### src/rtl/fifo_arb_pkg.sv
// Shared types and the round-robin search used by the FIFO write-port arbiter.
package fifo_arb_pkg;

    localparam int unsigned MAX_REQ = 32;

    typedef enum logic {
        IDLE,
        BUSY
    } arb_state_t;

    // First set bit of mask searching upward from last+1, wrapping modulo n.
    // last itself is the lowest-priority candidate; returns last if mask is empty.
    function automatic int unsigned rr_next_idx(input logic [MAX_REQ-1:0] mask,
                                                input int unsigned         last,
                                                input int unsigned         n);
        int unsigned res;
        int unsigned idx;
        res = last;
        // Walk from lowest to highest priority so the final hit wins.
        for (int unsigned i = MAX_REQ; i > 0; i--) begin
            if (i <= n) begin
                idx = last + i;
                if (idx >= n) begin
                    idx = idx - n;
                end
                if (mask[idx]) begin
                    res = idx;
                end
            end
        end
        return res;
    endfunction

endpackage

### src/rtl/fifo_rr_pick.sv
// Combinational round-robin selector: request mask and previous winner in, next winner out.
module fifo_rr_pick
    import fifo_arb_pkg::*;
#(
    parameter int unsigned  N_REQ = 4,
    localparam int unsigned IW    = $clog2(N_REQ)
) (
    input  logic [N_REQ-1:0] req,
    input  logic [IW-1:0]    last_id,
    output logic [IW-1:0]    idx,
    output logic             found
);

    always_comb begin
        found = |req;
        idx   = IW'(rr_next_idx(MAX_REQ'(req), 32'(last_id), N_REQ));
    end

endmodule

### src/rtl/fifo_wr_arbiter.sv
// Round-robin arbiter sharing the async FIFO write port between N_REQ producers.
// Define FIFO_ARB_BURST_EN to lock the grant until the beat flagged by req_last.
module fifo_wr_arbiter
    import fifo_arb_pkg::*;
#(
    parameter int unsigned  N_REQ  = 4,
    parameter int unsigned  DWIDTH = 8,
    parameter int unsigned  CNT_W  = 16,
    localparam int unsigned IW     = $clog2(N_REQ)
) (
    input  logic                    wclk,
    input  logic                    wrst,
    input  logic [N_REQ-1:0]        req,
    input  logic [N_REQ-1:0]        req_last,
    input  logic [N_REQ*DWIDTH-1:0] req_data,
    input  logic                    wfull,
    output logic [N_REQ-1:0]        wack,
    output logic                    winc,
    output logic [DWIDTH-1:0]       wdata,
    output logic                    gnt_vld,
    output logic [IW-1:0]           gnt_id,
    output logic [CNT_W-1:0]        stall_cnt
);

    arb_state_t    state;
    logic [IW-1:0] last_id;
    logic [IW-1:0] pick_last;
    logic [IW-1:0] pick_idx;
    logic          pick_found;
    logic          req_gnt;
    logic          beat;
    logic          stall;
    logic          rearb;

    always_comb begin
        req_gnt   = req[gnt_id];
        beat      = gnt_vld & req_gnt & ~wfull;
        stall     = gnt_vld & req_gnt & wfull;
        winc      = beat;
        wack      = beat ? (N_REQ'(1) << gnt_id) : '0;
        wdata     = req_data[gnt_id*DWIDTH +: DWIDTH];
        // On a beat the current grant becomes the new round-robin origin.
        pick_last = beat ? gnt_id : last_id;
`ifdef FIFO_ARB_BURST_EN
        rearb     = beat & req_last[gnt_id];
`else
        rearb     = beat;
`endif
    end

`ifndef FIFO_ARB_BURST_EN
    logic unused_req_last;
    assign unused_req_last = ^req_last;
`endif

    fifo_rr_pick #(
        .N_REQ (N_REQ)
    ) u_pick (
        .req     (req),
        .last_id (pick_last),
        .idx     (pick_idx),
        .found   (pick_found)
    );

    always_ff @(posedge wclk or posedge wrst) begin
        if (wrst) begin
            state     <= IDLE;
            gnt_vld   <= 1'b0;
            gnt_id    <= '0;
            last_id   <= IW'(N_REQ - 1);
            stall_cnt <= '0;
        end else begin
            if (stall && stall_cnt != '1) begin
                stall_cnt <= stall_cnt + 1'b1;
            end
            case (state)
                IDLE: begin
                    if (pick_found) begin
                        state   <= BUSY;
                        gnt_vld <= 1'b1;
                        gnt_id  <= pick_idx;
                    end
                end
                BUSY: begin
                    if (rearb) begin
                        last_id <= gnt_id;
                        if (pick_found) begin
                            gnt_id <= pick_idx;
                        end else begin
                            state   <= IDLE;
                            gnt_vld <= 1'b0;
                        end
                    end else if (!req_gnt) begin
                        // Requester withdrew: release without touching last_id.
                        state   <= IDLE;
                        gnt_vld <= 1'b0;
                    end
                end
                default: begin
                    state   <= IDLE;
                    gnt_vld <= 1'b0;
                end
            endcase
        end
    end

endmodule
### config.mk
export PLATFORM = sky130hd
export DESIGN_NAME = fifo_wr_arbiter
export DESIGN_NICKNAME = d
export VERILOG_FILES = /design/src/rtl/fifo_arb_pkg.sv /design/src/rtl/fifo_rr_pick.sv /design/src/rtl/fifo_wr_arbiter.sv
export SDC_FILE = /design/constraint.sdc
export NUM_CORES = 1
export LEC_CHECK = 0
export CORE_ASPECT_RATIO = 0.9
export CORE_UTILIZATION = 42
export CTS_BUF_LIST = sky130_fd_sc_hd__clkbuf_8
export CTS_CLUSTER_SIZE = 12
export DETAILED_ROUTE_END_ITERATION = 8
export PLACE_DENSITY_LB_ADDON = 0.08
export SYNTH_ARGS = -nofsm -noshare
export SYNTH_HDL_FRONTEND = slang
export SYNTH_SLANG_ARGS = --single-unit
export TNS_END_PERCENT = 10
### constraint.sdc
create_clock -name wclk -period 4.25 [get_ports wclk]
set_clock_uncertainty 0.05 [all_clocks]
set_input_delay 0.85 -clock wclk [delete_from_list [all_inputs] [get_ports wclk]]
set_output_delay 0.85 -clock wclk [all_outputs]
set_load 0.05 [all_outputs]
After elaboration in Yosys (flattened, before gate mapping). Index checks and enable logic that the tools add are counted. W data, S select, Z words.

Bitwise gates (word level): 5. Magnitude comparators: 9. Eq/ne operators: 5. Add/subtract/negate cells: 9. Reduce and logical (&&, ||, !) cells: 3. Muxes and demuxes: 32. Divide/modulo/power cells: 0. Shift-type cells: 2. $mul: 0.

Operators by type and width (number): $ge A32 B3 Y1 const B (4); $lt A32 B6 Y1 const B (4); $mux W32 (4); $sub A32 B3 Y32 const B (4); $shiftx A32 B6 Y8 (1); $bmux W1 S5 (4); $add A16 B1 Y16 const B (1); $ne A16 B16 Y1 const B (1); $mux W2 (7); $mux W1 (12); $add A2 B2 Y3 const B (2); $ne A3 B3 Y1 const B (2); $add A2 B3 Y4 const B (1); $mux W4 (1); $ne A2 B2 Y1 const B (2); $pmux W1 S2 (2); $pmux W2 S2 (1); $reduce_or A4 Y1 (1); $shl A1 B2 Y4 const A (1); $add A2 B1 Y3 const B (1); $and A1 B1 Y1 (3); $lt A2 B3 Y1 const B (1); $reduce_and A3 Y1 (1); $bmux W1 S2 (1); other kinds (2) (3).

Bits in latches: 0. ROM bits: 0. Output and inout port bits: 32. Input port bits: 43. Register bits: 22. Logic and storage cells: 70. Bits in writable memories: 0. Memories kept: 0.

Longest topological paths before layout. Gate-level depths: netlist of run 1.

Word-level depth: 17. Gate-level depth with buffers: 12. Depth with buffers taken out: 11.

By module. Synthesis of run 1 repeated with hierarchy kept, for this count alone.

Cells, all modules: 144. Area total of the unflattened synthesis: 1596.5 um2.

By module, submodules not included: fifo_wr_arbiter (cells each 114, times used 1, sequential area each 553.0 um2, area an instance 1340.0 um2); fifo_rr_pick (cells each 30, times used 1, sequential area each 0.0 um2, area an instance 256.5 um2).

Least setup slack after synthesis of run 1. No wires, ideal clock.

Kind: input to register. From: input wfull. To: register gnt_id[0]. Buffers on the path: 0. Stages on the path: 11. Slack: 0.436 ns. Data required time: 4.106 ns. Arrival time: 3.669 ns. Cells stage by stage: or3b_4 > o22ai_2 > mux2i_2 > inv_2 > ha_1 > or4b_2 > o22ai_1 > a32o_1 > a311oi_1 > and3_1 > a211oi_1.

Word-level cells in the longest chain between the ends: 15. Elaborated cells between the ends (all ways): 35.

Ends and longest elaborated chain: start, declared (RTL line fifo_wr_arbiter.sv:16) `input logic wfull,`; $not A1 Y1 * (RTL line fifo_wr_arbiter.sv:37) `beat = gnt_vld & req_gnt & ~wfull;`; $and A1 B1 Y1 * (RTL line fifo_wr_arbiter.sv:37); via winc (RTL line fifo_wr_arbiter.sv:18) `output logic winc,`; $mux W2; $add A2 B3 Y4 (RTL line fifo_arb_pkg.sv:22) `idx = last + i;`; $sub A32 B3 Y32 / $ge A32 B3 Y1 (equally long branches) (RTL line fifo_arb_pkg.sv:24, fifo_arb_pkg.sv:23); $mux W32 (RTL line fifo_arb_pkg.sv:23) `if (idx >= n) begin`; $bmux W1 S5 (RTL line fifo_arb_pkg.sv:26) `if (mask[idx]) begin`; $mux W1 (implied by the code) (RTL line fifo_arb_pkg.sv:26); $mux W2 (4 in series) (RTL line fifo_arb_pkg.sv:26); $mux W2 (RTL line fifo_wr_arbiter.sv:78, fifo_wr_arbiter.sv:87); $mux W2 (RTL line fifo_wr_arbiter.sv:85) `if (rearb) begin`; $pmux W2 S2 (RTL line fifo_wr_arbiter.sv:76) `case (state)`; end signal, assigned (RTL line fifo_wr_arbiter.sv:81) `gnt_id <= pick_idx;`; end signal, assigned (RTL line fifo_wr_arbiter.sv:88) `gnt_id <= pick_idx;`; end, declared (RTL line fifo_wr_arbiter.sv:21) `output logic [IW-1:0] gnt_id,`.

Mark *: on every way through the listed nets, which the timed path passes. The rest lies on a longest branch. The select of a mux whose other input is x is not followed. A chain may end at the register's enable or synchronous reset.

Final worst setup path of run 1.
From: input wfull. To: output wack[0].

Word-level cells in the longest chain between the ends: 3.

Ends and longest elaborated chain: $not A1 Y1 (RTL line fifo_wr_arbiter.sv:37); $and A1 B1 Y1 (RTL line fifo_wr_arbiter.sv:37); $mux W4 (RTL line fifo_wr_arbiter.sv:40) `wack = beat ? (N_REQ'(1) << gnt_id) : '0;`; end, declared (RTL line fifo_wr_arbiter.sv:17) `output logic [N_REQ-1:0] wack,`.

Every way passes these cells.

==> qor.txt, run 1 <==
fin crit share - 91.9%
initial cell density of the core - 45.4%
Startpoint Class - primary input
leading post-synthesis cells by cell area - sky130_fd_sc_hd__dfrtp_1 31%, sky130_fd_sc_hd__mux4_2 14%, sky130_fd_sc_hd__xnor2_1 6.6%, sky130_fd_sc_hd__mux2i_1 3.8%, sky130_fd_sc_hd__dfstp_2 3.3%
WHS Endpoint - stall_cnt[14]$_DFFE_PP0P_
shortest period the worst path allows - 3.91 ns
post_cts resized - 0
delay-heaviest family, CP - buffers and inverters
count of pins on the block boundary - 75
static leakage - 0.952 nW
Sw Ratio - 48.8%
Synthesis Warnings - 0
cell accounting for the most synthesized area - sky130_fd_sc_hd__dfrtp_1
register area share after synthesis - 34.7%
post-placement cell area - 2350 um2
First DRT Iteration DRCs - 49
power per cell area - 648 nW/um2
largest net degree at the start of global routing - 23
net count reported at finish - 272
crit path from - wfull
Sinks on Clock Net - 22
Internal Pwr Total - 796 uW
clock tree from TritonCTS - yes
sum of internal, switching and leakage power - 1.56 mW
GRT Resource Usage Total - 22.4%
gate count after technology mapping - 154
number of max-cap violations - 0
delay of the slowest cell on the worst path - 0.81 ns
Final setup viols - 0
number of buffers on the longest clock path - 2
proportion of netlist area held by the largest area contributor - 31.4%
netlist area before placement - 1590 um2
Min-Delay Path Class - flip-flop to flip-flop
Clock Power Share - 9.3%
number of vias per cell - 5.77
clock latency reported for the late side of the worst-skew pair - 0.26 ns
global-route congestion overflow total - 0
synthesis-to-finish area growth - 51.0%
flops & latches, synth - 22
number of buffers inserted during clock tree synthesis - 3
final design utilization - 68.6%
CP Buf/Inv Count - 2
Slew Viols, Final - 0
die boundary width - 66.9 um
number of post-CTS setup repair buffers - 0
Antenna Diode Count - 0
required time worst endpoint - 3.35 ns
layout cell share with drive strength beyond 1 - 15.0%
Total Wirelength - 4450 um
end of the worst register-to-register path - gnt_id[0]$_DFFE_PP0P_
core box area - 3500 um2
instance count along the most critical hold path - 1
power share of the combinational group - 67.3%
hold buffer count at CTS - 0
Worst Tran Pin Value - 0.895 ns
number of input and output port buffers inserted - 70
number of H-tree levels - 1
run status - finished clean
Avg WL per Cell - 16.5 um
row cnt - 20
clock transition at the registers of the reported paths - 0.08 ns
power dissipated by switching net loads - 761 uW
Arrival @ worst endpoint - 3.01 ns
via count of the first global-routing pass - 1504
Design Area, Final - 2400 um2
remaining number of nets flagged by the antenna check after routing - 0
DRC violation count after routing - 0
capturing element type of the critical path - primary output
top fanout value on the critical path - 8
RSZ-0062 raised after global routing - no
DR vias - 1558
average footprint of a synthesized cell - 10.3 um2
sequential fraction of design power - 23.3%
Main synth FF type - sky130_fd_sc_hd__dfrtp_1
routability-driven placement congestion ratio - 0.838
global-route wire length before repair - 6820 um
proportion of register bits with asynchronous set or reset after synthesis - 100%
maximum frequency from static timing analysis - 256 MHz
start-to-end type of the worst setup path - primary input to primary output
detailed-router iteration count before antenna repair - 4
most numerous cell types in the synthesized netlist - 20 x sky130_fd_sc_hd__dfrtp_1, 14 x sky130_fd_sc_hd__nor2_1, 12 x sky130_fd_sc_hd__xnor2_1, 10 x sky130_fd_sc_hd__mux4_2, 10 x sky130_fd_sc_hd__nand3_1
Final Hold Vio Count - 0
total die area - 4040 um2
start point of the worst min-delay path - stall_cnt[14]$_DFFE_PP0P_
most frequent cell after synthesis - sky130_fd_sc_hd__dfrtp_1
half-perimeter wire length of the detailed placement result - 3360 um
number of gates on the worst path with buffers counted - 5
Most Frequent Cell on Critical Path - sky130_fd_sc_hd__clkdlybuf4s50_1
Netlist cell types - 48
Worst R2R Setup Slack - 0.89 ns
worst-case headroom to the max-slew limit - 40.0%
minimum setup slack in the final design - 0.345 ns
library cell contributing the largest single delay on the critical path - sky130_fd_sc_hd__clkdlybuf4s50_1
r2r worst-path depth - 10
CTS root buffer - sky130_fd_sc_hd__clkbuf_8
pre-CTS setup slack - 0.239 ns
synthesized net count - 199
critical-path cell list - clkdlybuf4s50_1, or3b_4, or2_1, nor2_1, clkdlybuf4s50_1
startpoint of the most critical register-to-register path - gnt_id[1]$_DFFE_PP0P_
EDFF count, synth - 0
Post-Route Setup TNS - 0 ns
IR Drop Worst-Case VDD - 0.509 mV
antenna violations before repair - 0
die height - 60.4 um
metrics by stage:
| step | instances | hold slack (ns) |
|---|---|---|
| finish | 270 | 0.451 |
| CTS | 270 | 0.455 |
| floorplan | 154 | 0.435 |
| global placement | 266 | 0.432 |
| global route | 270 | 0.477 |
| detailed placement | 266 | 0.440 |
per-layer routing:
| layer | GRT usage [%] | wire length, um | up-vias |
|---|---|---|---|
| li1 | - | - | 729 |
| met1 | 28.0 | 1830 | 751 |
| met2 | 40.7 | 2120 | 76 |
| met3 | 5.45 | 496 | 2 |
| met4 | 2.74 | 8 | 0 |
| met5 | 0 | 0 | - |
layout make-up:
cell class                      count  area (um2)
Clock buffer                        4        55.1
Fill cell                         285        1100
Inverter                            8        30.0
Multi-Input combinational cell    116         970
Sequential cell                    22         553
Tap cell                           44        55.1
Timing Repair Buffer               76         741
worst reg2reg max path, cell delays in order, from the launching register on:
cell	delay, ns
sky130_fd_sc_hd__dfrtp_1	0.71
sky130_fd_sc_hd__nand3b_1	0.26
sky130_fd_sc_hd__or2_2	0.42
sky130_fd_sc_hd__a21boi_1	0.21
sky130_fd_sc_hd__ha_1	0.26
sky130_fd_sc_hd__or4b_2	0.62
sky130_fd_sc_hd__o22ai_1	0.17
sky130_fd_sc_hd__a32o_1	0.19
sky130_fd_sc_hd__a311oi_1	0.05
sky130_fd_sc_hd__and3_1	0.19
sky130_fd_sc_hd__a211oi_1	0.16
placed cells by master (no fill, tap or decap), types with 2 or more instances in the layout:
cell type | synthesis | final
sky130_fd_sc_hd__a311oi_1 | 2 | 2
sky130_fd_sc_hd__o21ai_0 | 3 | 3
sky130_fd_sc_hd__a21oi_1 | 3 | 3
sky130_fd_sc_hd__and2_1 | 2 | 2
sky130_fd_sc_hd__o211ai_1 | 3 | 3
sky130_fd_sc_hd__and3_1 | 4 | 4
sky130_fd_sc_hd__buf_4 | 0 | 8
sky130_fd_sc_hd__mux4_2 | 10 | 10
sky130_fd_sc_hd__nor2b_1 | 2 | 2
sky130_fd_sc_hd__clkdlybuf4s50_1 | 0 | 68
sky130_fd_sc_hd__dfrtp_1 | 20 | 20
sky130_fd_sc_hd__nand4_1 | 5 | 5
sky130_fd_sc_hd__nor2_1 | 14 | 14
sky130_fd_sc_hd__ha_1 | 2 | 2
sky130_fd_sc_hd__clkbuf_8 | 0 | 4
sky130_fd_sc_hd__nand2_1 | 6 | 6
sky130_fd_sc_hd__xnor2_1 | 12 | 12
sky130_fd_sc_hd__a211oi_1 | 4 | 4
sky130_fd_sc_hd__nand3_1 | 10 | 10
sky130_fd_sc_hd__a221oi_1 | 2 | 2
sky130_fd_sc_hd__mux2i_1 | 6 | 6
sky130_fd_sc_hd__mux2i_2 | 2 | 2
sky130_fd_sc_hd__mux2_2 | 2 | 2
sky130_fd_sc_hd__inv_1 | 7 | 7
sky130_fd_sc_hd__dfstp_2 | 2 | 2
worst max-delay path by stage:
stage and endpoint:
3_5_place_dp gnt_id[0]$_DFFE_PP0P_, 5_1_grt wack[1], 2_1_floorplan gnt_id[0]$_DFFE_PP0P_, 6_report wack[0], 3_3_place_gp gnt_id[0]$_DFFE_PP0P_, 4_1_cts wack[1]
state kept, by name, indices dropped and copies added, names as in the netlist:
register / cells
stall_cnt: 16
gnt_id: 2
last_id: 2
gnt_vld: 1
state: 1
power by group through the flow:
stage / clock [mW] / combinational (mW) / sequential, mW
global route: 0.158 / 1.11 / 0.376
global placement: 0 / 1.03 / 0.360
finish: 0.146 / 1.05 / 0.363
detailed placement: 0 / 1.05 / 0.365
floorplan: 0 / 0.669 / 0.444
CTS: 0.149 / 1.05 / 0.363
logic make-up after synthesis:
kind of cell	count (synthesis)	share of synthesized area, %
adders and majority gates	2	1.57
AOI/OAI and AO/OA	28	13.4
xor gates and xnor gates	13	7.15
DFF	22	34.7
muxes	20	21.1
and+or+nand+nor	53	17.8
buffers and inverters	16	4.32
No activity file was read; power rests on OpenSTA's default activity.
==> run 2: changes to the inputs <==
==> constraint.sdc (replaced) <==
create_clock -name wclk -period 4.25 [get_ports wclk]
set_clock_uncertainty 0.05 [all_clocks]
set_input_delay 0.6375 -clock wclk [delete_from_list [all_inputs] [get_ports wclk]]
set_output_delay 0.6375 -clock wclk [all_outputs]
set_load 0.05 [all_outputs]
==> run 2 against run 1 <==
- count of clock-buffer cells in the layout down 1
- setup slack better by 0.25 ns
- critical path type is now primary input to flip-flop
- clock power shrank 12%
- critical path depth up 7
- sequential power hardly changed
- maximum frequency is 7.0% higher
- first-iteration DRC count decreased by 31%
- via count is 2.8% lower
- non-clock buffer count shrank 3
- utilization decreased by 0.79 points
- flip-flop and latch count is the same
==> qor.txt, run 2 (synthesized netlist as in run 1, its figures left out) <==
run status - finished clean
number of post-CTS setup repair buffers - 0 (unchanged)
global-route congestion overflow total - 0 (unchanged)
Slew Viols, Final - 0 (unchanged)
shortest period the worst path allows - 3.65 ns (-0.254 ns)
Sinks on Clock Net - 22 (unchanged)
Min-Delay Path Class - flip-flop to flip-flop
number of gates on the worst path with buffers counted - 12 (+7)
Total Wirelength - 4050 um (-9.0%)
number of vias per cell - 5.67 (-1.7%)
Post-Route Setup TNS - 0 ns (unchanged)
start-to-end type of the worst setup path - primary input to flip-flop
number of max-cap violations - 0 (unchanged)
count of pins on the block boundary - 75 (unchanged)
Arrival @ worst endpoint - 3.78 ns (+0.77 ns)
GRT Resource Usage Total - 20.7% (-1.7 points)
die height - 60.4 um (unchanged)
critical-path cell list - clkdlybuf4s50_1, or3b_4, o22ai_2, mux2i_2, inv_2, ha_1, or4b_2, o22ai_1, a32o_1, a311oi_1, and3_1, a211oi_1
die boundary width - 66.9 um (unchanged)
fin crit share - 85.9% (-6.0 points)
power dissipated by switching net loads - 747 uW (-1.8%)
power per cell area - 637 nW/um2 (-1.7%)
clock tree from TritonCTS - yes
CP Buf/Inv Count - 2 (unchanged)
via count of the first global-routing pass - 1413 (-6.1%)
row cnt - 20 (unchanged)
commonest cells after routing, fill and taps aside - 70 x sky130_fd_sc_hd__clkdlybuf4s50_1, 20 x sky130_fd_sc_hd__dfrtp_1, 14 x sky130_fd_sc_hd__nor2_1
CTS root buffer - sky130_fd_sc_hd__clkbuf_8
core box area - 3500 um2 (unchanged)
Internal Pwr Total - 766 uW (-3.8%)
IR Drop Worst-Case VDD - 0.478 mV (-6.0%)
Final setup viols - 0 (unchanged)
largest register by flop count - stall_cnt
clock latency reported for the late side of the worst-skew pair - 0.26 ns (about the same)
static leakage - 0.932 nW (-2.1%)
global-route wire length before repair - 6370 um (-6.6%)
final hold slack - 0.450 ns (-0.00148 ns)
layout filler cell count - 279 (-2.1%)
registers with the most flip-flops - stall_cnt x16, gnt_id x2, last_id x2
capturing element type of the critical path - flip-flop
Sw Ratio - 49.4% (+0.50 points)
GR Layer Usage met3 - 6.95% (+1.5 points)
required time worst endpoint - 4.38 ns (+1.03 ns)
r2r worst-path depth - 11 (+1)
remaining number of nets flagged by the antenna check after routing - 0 (unchanged)
instance count along the most critical hold path - 1 (unchanged)
sequential fraction of design power - 24.2% (+0.9 points)
Worst Tran Pin Value - 0.896 ns (+0.00118 ns)
number of buffers inserted during clock tree synthesis - 3 (unchanged)
Avg WL per Cell - 15.2 um (-7.9%)
DR vias - 1515 (-2.8%)
power share of the combinational group - 67.2% (about the same)
GR Layer Usage met2 - 36.5% (-4.2 points)
most frequent standard cell in the layout excluding fill and tap cells - sky130_fd_sc_hd__clkdlybuf4s50_1
total die area - 4040 um2 (unchanged)
largest net degree at the start of global routing - 23 (unchanged)
number of flip-flops in the largest register - 16 (unchanged)
layout cell share with drive strength beyond 1 - 12.6% (-2.5 points)
Clock Power Share - 8.6% (-0.7 points)
routability-driven placement congestion ratio - 0.833 (-0.59%)
antenna violations before repair - 0 (unchanged)
half-perimeter wire length of the detailed placement result - 3230 um (-3.9%)
net count reported at finish - 269 (-1.1%)
top fanout value on the critical path - 6 (-2)
met1 Use GR - 25.5% (-2.5 points)
library cell contributing the largest single delay on the critical path - sky130_fd_sc_hd__or4b_2
Startpoint Class - primary input
initial cell density of the core - 45.4% (unchanged)
post_cts resized - 0 (unchanged)
number of input and output port buffers inserted - 70 (unchanged)
Final Hold Vio Count - 0 (unchanged)
delay of the slowest cell on the worst path - 0.60 ns (-0.21 ns)
synthesis-to-finish area growth - 49.3%
hold buffer count at CTS - 0 (unchanged)
detailed-router iteration count before antenna repair - 4 (unchanged)
worst-case headroom to the max-slew limit - 39.9% (-0.079 points)
number of H-tree levels - 1 (unchanged)
delay-heaviest family, CP - simple AND/OR/NAND/NOR gates
Antenna Diode Count - 0 (unchanged)
DRC violation count after routing - 0 (unchanged)
First DRT Iteration DRCs - 34 (-31%)
number of buffers on the longest clock path - 2 (unchanged)
busiest layer in global routing - met2
RSZ-0062 raised after global routing - no
clock transition at the registers of the reported paths - 0.08 ns (about the same)
maximum frequency from static timing analysis - 274 MHz (+7.0%)
run 2: cell types whose count changed in the layout (fill, tap and decap cells not counted):
cell and change:
sky130_fd_sc_hd__clkbuf_8 -1, sky130_fd_sc_hd__inv_1 +1, sky130_fd_sc_hd__buf_4 -5, sky130_fd_sc_hd__clkdlybuf4s50_1 +2
run 2: power groups by stage:
stage,Clock (mW),Combinational (mW),Sequential [mW]
5_1_grt,0.138,1.09,0.378
6_report,0.129,1.02,0.366
3_5_place_dp,0,1.02,0.369
3_3_place_gp,0,1.01,0.365
2_1_floorplan,0,0.669,0.444
4_1_cts,0.131,1.02,0.365
run 2: layer usage:
layer / vias to the layer above / wire (um)
li1: 721 / -
met1: 736 / 1720
met2: 58 / 1900
met3: 0 / 425
met4: 0 / 0
met5: - / 0
run 2: layout make-up:
type | count | area (um2) | area share [%]
well taps | 44 | 55.1 | 2.32
inverters | 8 | 30.0 | 1.26
flip-flops and latches | 22 | 553 | 23.3
repair buffers | 73 | 723 | 30.4
multi-input cells | 116 | 970 | 40.8
clock buffers | 3 | 41.3 | 1.74
clock inverters | 1 | 3.75 | 0.158
run 2: worst paths after layout:
kind,slack (ns),start,endpoint
worst max-delay path,0.60,wfull,gnt_id[0]$_DFFE_PP0P_
worst min-delay path,0.45,stall_cnt[11]$_DFFE_PP0P_,stall_cnt[11]$_DFFE_PP0P_
worst max register to register,0.77,gnt_id[1]$_DFFE_PP0P_,gnt_id[0]$_DFFE_PP0P_
worst min register to register,0.45,stall_cnt[11]$_DFFE_PP0P_,stall_cnt[11]$_DFFE_PP0P_
max in group asynchronous,2.86,wrst,stall_cnt[15]$_DFFE_PP0P_
min in group asynchronous,0.78,wrst,stall_cnt[10]$_DFFE_PP0P_
run 2: metrics by stage:
| step | cell area (um2) | cells | utilization (%) | total power, mW | worst slack [ns] |
|---|---|---|---|---|---|
| 6_report | 2380 | 267 | 67.8 | 1.51 | 0.599 |
| 5_1_grt | 2380 | 267 | 67.8 | 1.61 | 0.389 |
| 4_1_cts | 2380 | 267 | 67.8 | 1.52 | 0.607 |
| 3_5_place_dp | 2330 | 263 | 66.5 | 1.39 | 0.347 |
| 3_3_place_gp | 2330 | 263 | 66.5 | 1.37 | 0.378 |
| 2_1_floorplan | 1590 | 154 | - | 1.11 | 0.535 |
==> run 3: changes to the inputs <==
Settings changed: GPL_ROUTABILITY_DRIVEN set to 0.
==> run 3 against run 2 <==
- first-iteration DRC count rose by 59%
- setup slack lost 0.053 ns
- via count rose by 1.3%
- combinational power about the same
- routed wire length is 2.6% higher
- global-route usage is 0.54 points higher
- sequential power hardly changed
- power is 1.4% higher
- utilization is 0.29 points higher
- flip-flop and latch count is the same
- critical path depth is the same
- critical path type unchanged
- largest cell class unchanged
- largest power group unchanged
==> qor.txt, run 3 (synthesized netlist as in run 1, its figures left out) <==
static leakage - 0.934 nW (+0.20%)
power per cell area - 643 nW/um2 (+1.0%)
number of buffers inserted during clock tree synthesis - 3 (unchanged)
run status - finished clean
capturing element type of the critical path - flip-flop
commonest cells after routing, fill and taps aside - 70 x sky130_fd_sc_hd__clkdlybuf4s50_1, 20 x sky130_fd_sc_hd__dfrtp_1, 14 x sky130_fd_sc_hd__nor2_1
antenna violations before repair - 0 (unchanged)
minimum setup slack in the final design - 0.546 ns (-0.0529 ns)
row cnt - 20 (unchanged)
Final setup viols - 0 (unchanged)
Total Wirelength - 4150 um (+2.6%)
top fanout value on the critical path - 6 (unchanged)
number of H-tree levels - 1 (unchanged)
Post-Route Setup TNS - 0 ns (unchanged)
library cell contributing the largest single delay on the critical path - sky130_fd_sc_hd__or4b_2
final hold slack - 0.448 ns (-0.00205 ns)
most frequent standard cell in the layout excluding fill and tap cells - sky130_fd_sc_hd__clkdlybuf4s50_1
number of buffers on the longest clock path - 2 (unchanged)
worst-case headroom to the max-slew limit - 36.6% (-3.3 points)
shortest period the worst path allows - 3.70 ns (+0.0529 ns)
count of pins on the block boundary - 75 (unchanged)
clock latency reported for the late side of the worst-skew pair - 0.26 ns (about the same)
hold buffer count at CTS - 0 (unchanged)
initial cell density of the core - 45.4% (unchanged)
CP Buf/Inv Count - 2 (unchanged)
First DRT Iteration DRCs - 54 (+59%)
total die area - 4040 um2 (unchanged)
Worst Tran Pin Value - 0.945 ns (+0.0491 ns)
IR Drop Worst-Case VDD - 0.441 mV (-7.8%)
Avg WL per Cell - 15.6 um (+2.6%)
number of flip-flops in the largest register - 16 (unchanged)
detailed-router iteration count before antenna repair - 4 (unchanged)
clock transition at the registers of the reported paths - 0.08 ns (about the same)
CTS root buffer - sky130_fd_sc_hd__clkbuf_8
maximum frequency from static timing analysis - 270 MHz (-1.4%)
via count of the first global-routing pass - 1480 (+4.7%)
RSZ-0062 raised after global routing - no
clock tree from TritonCTS - yes
met3 routed WL - 414 um (-2.6%)
die boundary width - 66.9 um (unchanged)
layout cell share with drive strength beyond 1 - 13.0% (+0.45 points)
core box area - 3500 um2 (unchanged)
required time worst endpoint - 4.36 ns (-0.02 ns)
number of input and output port buffers inserted - 70 (unchanged)
uppermost signal routing layer after detailed routing - met4
die height - 60.4 um (unchanged)
Min-Delay Path Class - flip-flop to flip-flop
number of max-cap violations - 0 (unchanged)
post_cts resized - 0 (unchanged)
Sinks on Clock Net - 22 (unchanged)
Met1 Wirelength - 1700 um (-1.5%)
critical-path cell list - clkdlybuf4s50_1, or3b_4, o22ai_2, mux2i_2, inv_2, ha_1, or4b_2, o22ai_1, a32o_1, a311oi_1, and3_1, a211oi_1
delay of the slowest cell on the worst path - 0.60 ns (about the same)
Slew Viols, Final - 0 (unchanged)
Design Area, Final - 2390 um2 (+0.42%)
Antenna Diode Count - 0 (unchanged)
GRT Resource Usage Total - 21.3% (+0.54 points)
global-route wire length before repair - 6480 um (+1.7%)
number of post-CTS setup repair buffers - 0 (unchanged)
global-route congestion overflow total - 0 (unchanged)
post-placement cell area - 2330 um2 (unchanged)
DRC violation count after routing - 0 (unchanged)
Startpoint Class - primary input
net count reported at finish - 269 (unchanged)
remaining number of nets flagged by the antenna check after routing - 0 (unchanged)
delay-heaviest family, CP - simple AND/OR/NAND/NOR gates
Final Hold Vio Count - 0 (unchanged)
DR vias - 1535 (+1.3%)
registers with the most flip-flops - stall_cnt x16, gnt_id x2, last_id x2
fin crit share - 87.2% (+1.2 points)
number of vias per cell - 5.75 (+1.3%)
largest register by flop count - stall_cnt
synthesis-to-finish area growth - 49.9%
pre-CTS setup slack - 0.379 ns (+0.0321 ns)
met2 wire length - 2030 um (+7.1%)
largest net degree at the start of global routing - 23 (unchanged)
final design utilization - 68.1% (+0.29 points)
half-perimeter wire length of the detailed placement result - 3230 um (about the same)
Arrival @ worst endpoint - 3.82 ns (+0.04 ns)
start-to-end type of the worst setup path - primary input to flip-flop
[run 3: cell count changes in the layout (fill, tap and decap cells not counted), sizes merged]
cell / before / now
clkbuf: 3 / 4
inv: 9 / 8
[run 3: layout make-up]
| type | instances | area (um2) |
|---|---|---|
| Timing Repair Buffer | 73 | 723 |
| Sequential cell | 22 | 553 |
| Inverter | 8 | 30.0 |
| Clock buffer | 4 | 55.1 |
| Multi-Input combinational cell | 116 | 970 |
| Fill cell | 283 | 1120 |
| Tap cell | 44 | 55.1 |
[run 3: worst paths after layout]
path / startpoint / end / slack [ns] / cells after the start
setup / recovery: wfull / gnt_id[0]$_DFFE_PP0P_ / 0.55 / 12
hold / removal: stall_cnt[11]$_DFFE_PP0P_ / stall_cnt[11]$_DFFE_PP0P_ / 0.45 / 1
setup reg to reg: gnt_id[1]$_DFFE_PP0P_ / gnt_id[0]$_DFFE_PP0P_ / 0.73 / 11
hold reg to reg: stall_cnt[11]$_DFFE_PP0P_ / stall_cnt[11]$_DFFE_PP0P_ / 0.45 / 1
max in group asynchronous: wrst / stall_cnt[3]$_DFFE_PP0P_ / 2.87 / 2
min in group asynchronous: wrst / stall_cnt[8]$_DFFE_PP0P_ / 0.79 / 2
[run 3: per-stage QoR]
| step | power, mW | std cells |
|---|---|---|
| 6_report | 1.53 | 267 |
| 3_3_place_gp | 1.37 | 263 |
| 2_1_floorplan | 1.11 | 154 |
| 3_5_place_dp | 1.39 | 263 |
| 5_1_grt | 1.62 | 267 |
| 4_1_cts | 1.54 | 267 |
[run 3: metal layers]
| layer | global-route usage, % | vias up |
|---|---|---|
| met5 | 0 | - |
| met4 | 4.26 | 0 |
| met3 | 5.45 | 2 |
| met2 | 39.7 | 77 |
| met1 | 24.9 | 731 |
| li1 | - | 725 |
[run 3: report_power, final]
| group | switching, mW | internal, mW |
|---|---|---|
| clock | 0.0633 | 0.0824 |
| combinational | 0.586 | 0.437 |
| sequential | 0.101 | 0.265 |
